$ cat config.mk
export PLATFORM = sky130hd
export DESIGN_NAME = mem_arb
export DESIGN_NICKNAME = d
export VERILOG_FILES = /design/src/rtl/mem_arb.sv
export SDC_FILE = /design/constraint.sdc
export NUM_CORES = 1
export LEC_CHECK = 0
export ABC_AREA = 1
export BUFFER_PORTS_ARGS = -buffer_cell sky130_fd_sc_hd__buf_2
export CAP_MARGIN = 10
export CORE_AREA = 2 2 140 142
export DETAILED_ROUTE_END_ITERATION = 12
export DIE_AREA = 0 0 142 144
export PLACE_DENSITY_LB_ADDON = 0.1
export SETUP_SLACK_MARGIN = 0.3
export SYNTH_ARGS = -nofsm -noshare
export SYNTH_HDL_FRONTEND = slang
export SYNTH_SLANG_ARGS = --single-unit
$ cat constraint.sdc
create_clock -name clk -period 1.7 [get_ports clk]
set_input_delay 0 -clock clk [delete_from_list [all_inputs] [get_ports clk]]
set_output_delay 0 -clock clk [all_outputs]
set_load 0.02 [all_outputs]
$ cat src/rtl/mem_arb.sv
// mem_arb: two-requester memory-bus arbiter.
//   A fetch requester (read only) and an exec requester (read, write, alloc,
//   set zero-array address) share one memory bus. Each transaction takes three
//   cycles: IDLE (grant and latch), ISSUE (bus driven), RESP (ack plus rdata).
//   Simultaneous requests are resolved round-robin.
// Ports:
//   clk, reset_n                    clock, asynchronous active-low reset
//   f_req/f_addr/f_off              fetch request and fields
//   f_ack/f_rdata                   fetch completion pulse and read data
//   e_req/e_mode/e_addr/e_off/e_wdata  exec request and fields
//   e_ack/e_rdata                   exec completion pulse and result
//   bus_en/bus_mode/bus_addr/bus_off/bus_data  memory-bus command
//   mem_rdata                       registered read data from memory
//   busy                            high whenever not IDLE
module mem_arb #(
  parameter int FETCH_FIRST = 1
) (
  input  logic        clk,
  input  logic        reset_n,
  input  logic        f_req,
  input  logic [31:0] f_addr,
  input  logic [31:0] f_off,
  output logic        f_ack,
  output logic [31:0] f_rdata,
  input  logic        e_req,
  input  logic [1:0]  e_mode,
  input  logic [31:0] e_addr,
  input  logic [31:0] e_off,
  input  logic [31:0] e_wdata,
  output logic        e_ack,
  output logic [31:0] e_rdata,
  output logic        bus_en,
  output logic [1:0]  bus_mode,
  output logic [31:0] bus_addr,
  output logic [31:0] bus_off,
  output logic [31:0] bus_data,
  input  logic [31:0] mem_rdata,
  output logic        busy
);

  typedef enum logic [1:0] {
    IDLE  = 2'd0,
    ISSUE = 2'd1,
    RESP  = 2'd2
  } state_t;

  // Resetting "last grant" to the opposite requester makes FETCH_FIRST's
  // choice win the first tie.
  localparam logic LAST_FETCH_RST = (FETCH_FIRST == 0) ? 1'b1 : 1'b0;

  state_t      state_q, state_d;
  logic        last_fetch_q, last_fetch_d;
  logic        win_fetch_q, win_fetch_d;
  logic [1:0]  mode_q, mode_d;
  logic [31:0] addr_q, addr_d;
  logic [31:0] off_q, off_d;
  logic [31:0] data_q, data_d;

  logic any_req;
  logic grant_fetch;

  assign any_req     = f_req | e_req;
  // Fetch wins when alone, or on a tie when exec was granted last.
  assign grant_fetch = f_req & (~e_req | ~last_fetch_q);

  // State register and transaction latches
  always_ff @(posedge clk or negedge reset_n) begin
    if (!reset_n) begin
      state_q      <= IDLE;
      last_fetch_q <= LAST_FETCH_RST;
      win_fetch_q  <= 1'b0;
      mode_q       <= 2'b00;
      addr_q       <= 32'd0;
      off_q        <= 32'd0;
      data_q       <= 32'd0;
    end else begin
      state_q      <= state_d;
      last_fetch_q <= last_fetch_d;
      win_fetch_q  <= win_fetch_d;
      mode_q       <= mode_d;
      addr_q       <= addr_d;
      off_q        <= off_d;
      data_q       <= data_d;
    end
  end

  // Next-state and grant/latch logic
  always_comb begin
    state_d      = state_q;
    last_fetch_d = last_fetch_q;
    win_fetch_d  = win_fetch_q;
    mode_d       = mode_q;
    addr_d       = addr_q;
    off_d        = off_q;
    data_d       = data_q;
    unique case (state_q)
      IDLE: begin
        if (any_req) begin
          state_d      = ISSUE;
          last_fetch_d = grant_fetch;
          win_fetch_d  = grant_fetch;
          if (grant_fetch) begin
            mode_d = 2'b00;
            addr_d = f_addr;
            off_d  = f_off;
            data_d = 32'd0;
          end else begin
            mode_d = e_mode;
            addr_d = e_addr;
            off_d  = e_off;
            data_d = e_wdata;
          end
        end
      end
      ISSUE:   state_d = RESP;
      RESP:    state_d = IDLE;
      default: state_d = IDLE;
    endcase
  end

  // Outputs decoded from state; everything is zero outside its active cycle.
  always_comb begin
    bus_en   = 1'b0;
    bus_mode = 2'b00;
    bus_addr = 32'd0;
    bus_off  = 32'd0;
    bus_data = 32'd0;
    f_ack    = 1'b0;
    e_ack    = 1'b0;
    f_rdata  = 32'd0;
    e_rdata  = 32'd0;
    busy     = (state_q != IDLE);
    if (state_q == ISSUE) begin
      bus_en   = 1'b1;
      bus_mode = mode_q;
      bus_addr = addr_q;
      bus_off  = off_q;
      bus_data = data_q;
    end
    if (state_q == RESP) begin
      if (win_fetch_q) begin
        f_ack   = 1'b1;
        f_rdata = mem_rdata;
      end else begin
        e_ack = 1'b1;
        // Read (00) and alloc (10) return memory data; write/set-zero return 0.
        if (!mode_q[0]) e_rdata = mem_rdata;
      end
    end
  end

endmodule

==> reports/qor.txt, run 1 <==
LOGIC SYNTHESIS
---------------------------------------------------------------------------------
Most frequent cell after synthesis                                   sky130_fd_sc_hd__nand2_1
Asr flop ratio synth                                                        1.000
Total of flip-flops plus latches after synthesis                              101
Mean Syn Cell Area                                                      6.124 µm²
Gate count of the mapped netlist                                             1021
Post-synthesis sequential area ratio                                       0.4042
Post-synth design cell area                                              6252 µm²
Net count after synthesis                                                    1219
Count of yosys warnings during synthesis                                        0
Most frequent cells after synthesis                                  sky130_fd_sc_hd__nand2_1, sky130_fd_sc_hd__inv_1, sky130_fd_sc_hd__nor2_1
Area share of the largest cell type after synthesis                        0.4042
Post-synthesis cell type count                                                 15
Most common flop cell mapped by yosys                                sky130_fd_sc_hd__dfrtp_1
Number of enable flip-flop cells after synthesis                                0
Cell accounting for the most synthesized area                        sky130_fd_sc_hd__dfrtp_1
Synth top area cells                                                 sky130_fd_sc_hd__dfrtp_1, sky130_fd_sc_hd__nand2_1, sky130_fd_sc_hd__inv_1, sky130_fd_sc_hd__nand3_1, sky130_fd_sc_hd__nor2_1

CTS
---------------------------------------------------------------------------------
TritonCTS sink count                                                          101
Clock tree from TritonCTS                                                     yes
Clock latency of the later-clocked register in the worst-skew pair         350 ps
Number of CTS-inserted buffers                                                  9
Worst-case clock buffer depth                                                   2
Max H-tree Level                                                                3
Clock transition at the registers of the reported paths                     70 ps
Clock root buffer                                                    sky130_fd_sc_hd__clkbuf_16

ROUTE
---------------------------------------------------------------------------------
Detailed-route vias per instance                                            4.520
Total wirelength of the detailed-routed design                           26.92 mm
Vias after detailed routing                                                  8077
DRC violation count after routing                                               0
Residual antenna-violating net count after detailed routing                     0
TritonRoute pass-1 iters                                                        5
Wire per inst                                                            15.06 µm
Starting DRC count in detailed routing                                        473

STA
---------------------------------------------------------------------------------
Period minus WS final                                                     1675 ps
Least-Margin Pin Slew                                                    598.1 ps
Summed negative setup slack over all endpoints                               0 ps
Achievable clock frequency                                              597.0 MHz
Setup repair after global routing missed its margin                           yes
Period utilisation layout                                                  0.9853
Layout Skew                                                              7.113 ps
Final worst-path setup slack                                             24.91 ps
Max-slew violations                                                             0
Setup violations, final                                                         0
Final Hold Violating Endpoints                                                  0
Headroom to the max-slew limit                                             0.6013

POWER AND IR DROP
---------------------------------------------------------------------------------
Cell area power density                                               1435 nW/µm²
Max rail drop VDD                                                       0.9824 mV
LEAKAGE                                                                  6.893 nW

RUN STATUS
---------------------------------------------------------------------------------
Run status                                                           complete, no violations

FINAL LAYOUT
---------------------------------------------------------------------------------
Post-layout net count                                                        1737
Ratio of cells with drive above 1 in the final layout                      0.3556
Layout-stage area growth over the synthesis result                         95.32%

CRITICAL PATH
---------------------------------------------------------------------------------
Required time at the worst-slack endpoint                                 1700 ps
Nature of the critical path endpoint                                   output pin
Beginning of the critical path                                         state_q[1]
Worst flop-to-flop path startpoint                                     state_q[0]
Kind of critical path                                                register to output pin
Arrival time of the worst setup path                                      1680 ps
Worst-path maximum fanout                                                       6
Critical path startpoint category                                        register

GLOBAL ROUTING
---------------------------------------------------------------------------------
Global-route usage over all layers                                         0.2428
Antenna violations before repair                                                5
Via count of the first global-routing pass                                   7716
Total global routing overflow                                                   0
Pin count of the biggest net entering global routing                          102
First-pass GRT wire length                                               38.89 mm

HOLD PATH
---------------------------------------------------------------------------------
Hold Startpoint                                                         f_addr[5]
Class of the most critical hold timing path                          primary input to register

FLOORPLANNING
---------------------------------------------------------------------------------
Die Area                                                                20450 µm²
Initial standard-cell utilization of the core                              0.3277
Die boundary width                                                         142 µm
Count of pins on the block boundary                                           364
Number of rows in the core area                                                51
Die height                                                                 144 µm
Core area                                                               19080 µm²

FLOW RUN
---------------------------------------------------------------------------------
Max-cap violations                                                              0

PLACE
---------------------------------------------------------------------------------
Pre-CTS worst setup slack                                                318.7 ps
Final RePlAce weighted congestion                                          0.8182
Post-DP HPWL                                                             15.80 mm
Buffers on Ports                                                              363

-- sequential cells by signal, indices dropped and copies added, names as in the netlist --
name and flops:
addr_q 32, data_q 32, mode_q 2, off_q 32
state_q 2, win_fetch_q 1
-- where the power goes --
part           leakage, nW  internal (mW)  switching [mW]  total, mW
clock network        0.163           1.32            1.02       2.33
logic                 5.48           4.60            6.44       11.0
registers             1.25           3.53           0.620       4.15
total                 6.89           9.45            8.08       17.5
-- metal layers --
layer | share of wire | track usage
met3 | 0.062 | 0.05331
met2 | 0.52 | 0.4284
met4 | 0.030 | 0.1058
met5 | 0 | 0
met1 | 0.39 | 0.2844
-- kinds of logic after synthesis --
logic type,count (synthesis),synth area share
AOI/OAI and AO/OA,2,0.002201
buffers and inverters,322,0.2005
and+or+nand+nor,596,0.3930
DFF,101,0.4042
-- area by class of cell --
class	instances	area, µm²
fill	1638	6868
timing repair buffer	567	4855
multi-input combinational	598	3201
sequential	101	2530
inverter	262	988.4
tap	238	297.8
clock buffer	9	225.2
clock inverter	7	102.6
antenna	5	12.51
-- repair_timing --
action                                  CTS  global route
endpoints found under the setup margin  163           262
cloned                                    3             7
pin swaps                                 2             3
hold endpoints to repair                199             0
gates resized for setup                 187           266
setup buffers                            10             4
hold buffers                            161             0
-- stage by stage --
step           cell area (µm²)  hold WS [ps]  utilization  total power, mW  cells
2_1_floorplan             6284        -295.6            -            8.735   1021
6_report                 12210         7.902       0.6400            17.53   1787
4_1_cts                  11060        0.5556       0.5796            15.43   1771
3_3_place_gp              8404         129.8       0.4405            11.25   1581
3_5_place_dp              8404         125.6       0.4405            11.29   1581
5_1_grt                  12210         22.31       0.6399            18.73   1786
-- worst max-delay path, cell delays in order, from the launching register on --
cell	delay [ps]
sky130_fd_sc_hd__dfrtp_2	460
sky130_fd_sc_hd__nor2_4	160
sky130_fd_sc_hd__clkinv_4	120
sky130_fd_sc_hd__buf_12	170
sky130_fd_sc_hd__clkbuf_16	180
sky130_fd_sc_hd__nor2_2	110
sky130_fd_sc_hd__buf_6	130
-- layout by cell type (no fill, tap or decap), types with 3 or more instances in the layout --
master                          instances
sky130_fd_sc_hd__buf_12                15
sky130_fd_sc_hd__buf_16                 4
sky130_fd_sc_hd__buf_2                217
sky130_fd_sc_hd__buf_4                 62
sky130_fd_sc_hd__buf_6                102
sky130_fd_sc_hd__clkbuf_16             14
sky130_fd_sc_hd__dfrtp_1               99
sky130_fd_sc_hd__diode_2                5
sky130_fd_sc_hd__dlygate4sd3_1        161
sky130_fd_sc_hd__inv_1                259
sky130_fd_sc_hd__inv_6                  3
sky130_fd_sc_hd__nand2_1              262
sky130_fd_sc_hd__nand3_1              163
sky130_fd_sc_hd__nor2_1                50
sky130_fd_sc_hd__nor2_2                33
sky130_fd_sc_hd__nor2_4                84
-- path summary, 6_finish.rpt --
| path | end | slack, ps | cells after the start |
|---|---|---|---|
| max | bus_addr[5] | 20 | 6 |
| min | addr_q[5] | 8 | 5 |
| max reg2reg | addr_q[25] | 240 | 7 |
| min reg2reg | off_q[1] | 480 | 2 |
| max in group asynchronous | addr_q[28] | 980 | 3 |
| min in group asynchronous | data_q[14] | 250 | 3 |
Power figures use the tool's default switching activity.
==> run 2, diff against run 1 <==
- REMOVE_ABC_BUFFERS: unset -> 1
==> run 2 against run 1 <==
Global-route usage down 1.1 points. Sequential power hardly changed. Sequential cell count stayed put. Total power is 12% lower. Register-to-register slack better by 40 ps. Via count is 3.0% lower. Design area down 8.0%. Fmax increased by 9.3%. Utilization is 5.1 points lower.
==> reports/qor.txt, run 2 (synthesis results as in run 1) <==
POWER AND IR DROP
---------------------------------------------------------------------------------
LEAKAGE                                                                  6.685 nW
Proportion of power drawn by combinational gates                            0.598
Max rail drop VDD                                                       0.6906 mV
Power Internal                                                           8.407 mW
Switching power summed over all nets                                     7.103 mW
Part of the power in registers                                              0.267
Clk pwr share                                                               0.135
Switching fraction of total power                                          0.4580
Cell area power density                                               1381 nW/µm²

STA
---------------------------------------------------------------------------------
Least-Margin Pin Slew                                                    485.0 ps
Setup violations, final                                                         0
Period utilisation layout                                                  0.9012
Setup repair after global routing missed its margin                           yes
Max-slew violations                                                             0
Headroom to the max-slew limit                                             0.6767
Summed negative setup slack over all endpoints                               0 ps
Period minus WS final                                                     1532 ps
Layout Skew                                                              13.56 ps
Achievable clock frequency                                              652.7 MHz
Final Hold Violating Endpoints                                                  0

CTS
---------------------------------------------------------------------------------
Clock transition at the registers of the reported paths                     60 ps
Clock latency of the later-clocked register in the worst-skew pair         350 ps
Max H-tree Level                                                                3
TritonCTS sink count                                                          101
Clock tree from TritonCTS                                                     yes
Clock root buffer                                                    sky130_fd_sc_hd__clkbuf_16
Worst-case clock buffer depth                                                   2
Number of CTS-inserted buffers                                                  9

FLOORPLANNING
---------------------------------------------------------------------------------
Initial standard-cell utilization of the core                              0.3277
Core area                                                               19080 µm²
Die height                                                                 144 µm
Die boundary width                                                         142 µm
Count of pins on the block boundary                                           364
Number of rows in the core area                                                51
Die Area                                                                20450 µm²

HOLD PATH
---------------------------------------------------------------------------------
Hold Startpoint                                                         f_off[11]
Class of the most critical hold timing path                          primary input to register
Hold depth                                                                      5
Worst hold path endpoint                                                off_q[11]

CRITICAL PATH
---------------------------------------------------------------------------------
Arrival time of the worst setup path                                      1530 ps
Kind of critical path                                                register to output pin
Required time at the worst-slack endpoint                                 1700 ps
FF-to-FF setup slack                                                       280 ps
Worst-path maximum fanout                                                      10
FF-to-FF End                                                            off_q[13]
Nature of the critical path endpoint                                   output pin
Worst flop-to-flop path startpoint                                     state_q[1]
Critical path startpoint category                                        register
Count of cells along the worst register-to-register path                        6

ROUTE
---------------------------------------------------------------------------------
TritonRoute pass-1 iters                                                        5
Residual antenna-violating net count after detailed routing                     0
Total wirelength of the detailed-routed design                           25.43 mm
DRC violation count after routing                                               0
Starting DRC count in detailed routing                                        380
Detailed-route vias per instance                                            4.444
Vias after detailed routing                                                  7835
Wire per inst                                                            14.42 µm

PLACE
---------------------------------------------------------------------------------
Final RePlAce weighted congestion                                          0.8054
Placed Instance Area                                                     8343 µm²
Post-DP HPWL                                                             15.81 mm
Buffers on Ports                                                              363

GLOBAL ROUTING
---------------------------------------------------------------------------------
Total global routing overflow                                                   0
Antenna violations before repair                                                1
Via count of the first global-routing pass                                   7446
First-pass GRT wire length                                               37.22 mm
Global-route usage over all layers                                         0.2316
Pin count of the biggest net entering global routing                           74

FINAL LAYOUT
---------------------------------------------------------------------------------
Final design instance area without fill                                 11230 µm²
Ratio of cells with drive above 1 in the final layout                      0.3091
Largest registers ranked by flip-flop count                          addr_q x32, data_q x32, off_q x32
Most frequent cells in the layout                                    sky130_fd_sc_hd__nand2_1, sky130_fd_sc_hd__inv_1, sky130_fd_sc_hd__buf_2, sky130_fd_sc_hd__nand3_1, sky130_fd_sc_hd__dlygate4sd3_1
Post-layout net count                                                        1718
Most common cell after layout, fill and taps aside                   sky130_fd_sc_hd__nand2_1
Layout-stage area growth over the synthesis result                         79.67%

RUN STATUS
---------------------------------------------------------------------------------
Run status                                                           complete, no violations

FLOW RUN
---------------------------------------------------------------------------------
Max-cap violations                                                              0

run 2: changes by cell type in the layout (fill, tap and decap cells not counted), sizes merged:
cell,change
buf,-13
bufinv,-1
clkbuf,-1
clkinv,-1
clkinvlp,+2
diode,-4
dlygate4sd3,-4
inv,-2
run 2: final cells by class:
cell class	count	area (µm²)
sequential	101	2530
tap	238	297.8
fill	1811	7846
timing repair buffer	548	4324
multi-input combinational	598	2790
clock inverter	5	58.81
clock buffer	10	239.0
inverter	262	991.0
antenna	1	2.502
run 2: worst max path at each step:
stage                      startpoint           to  cells after the start
after floorplan           win_fetch_q    data_q[0]                      4
after global placement     state_q[1]    off_q[18]                      5
after detailed placement   state_q[1]   addr_q[10]                      5
after CTS                  state_q[1]  e_rdata[26]                      6
after global routing      win_fetch_q  e_rdata[30]                      5
final                      state_q[0]  bus_off[20]                      6
run 2: metal layers:
layer  track usage  wire length [µm]  vias up
li1              -                 -     3922
met1        0.2584             10300     3605
met2        0.4493             13290      277
met3       0.03841              1359       31
met4       0.06895               478        0
met5             0                 0        -
run 2: stage by stage:
stage	hold slack, ps	worst slack (ps)	power [mW]	std cells	utilization
2_1_floorplan	-295.6	-1933	8.460	961	-
4_1_cts	1.470	103.5	14.38	1755	0.5615
5_1_grt	35.93	73.65	16.73	1763	0.5888
6_report	12.90	167.9	15.51	1763	0.5888
3_5_place_dp	-9.047	292.3	11.15	1577	0.4373
3_3_place_gp	-3.813	341.9	11.07	1577	0.4373
run 2: repair_timing:
action	4_1_cts	5_1_grt
gates resized for setup	171	105
hold endpoints to repair	128	0
buffers inserted	6	1
setup endpoints to repair	170	263
hold buffers	157	0
gates cloned	0	6
run 2: power by group through the flow:
stage                     clock, mW  sequential, mW  combinational (mW)
final                          2.09            4.14                9.28
after global placement            0            4.16                6.91
after floorplan                   0            4.01                4.45
after global routing           2.26            4.28                10.2
after detailed placement          0            4.14                7.00
after CTS                      2.17            4.12                8.09
run 2: worst max-delay path, cell delays in order (launching register included):
cell and delay [ps]:
sky130_fd_sc_hd__dfrtp_2 410, sky130_fd_sc_hd__inv_2 70, sky130_fd_sc_hd__nor2_4 150, sky130_fd_sc_hd__inv_8 100
sky130_fd_sc_hd__clkbuf_16 200, sky130_fd_sc_hd__nor2_1 110, sky130_fd_sc_hd__buf_4 150
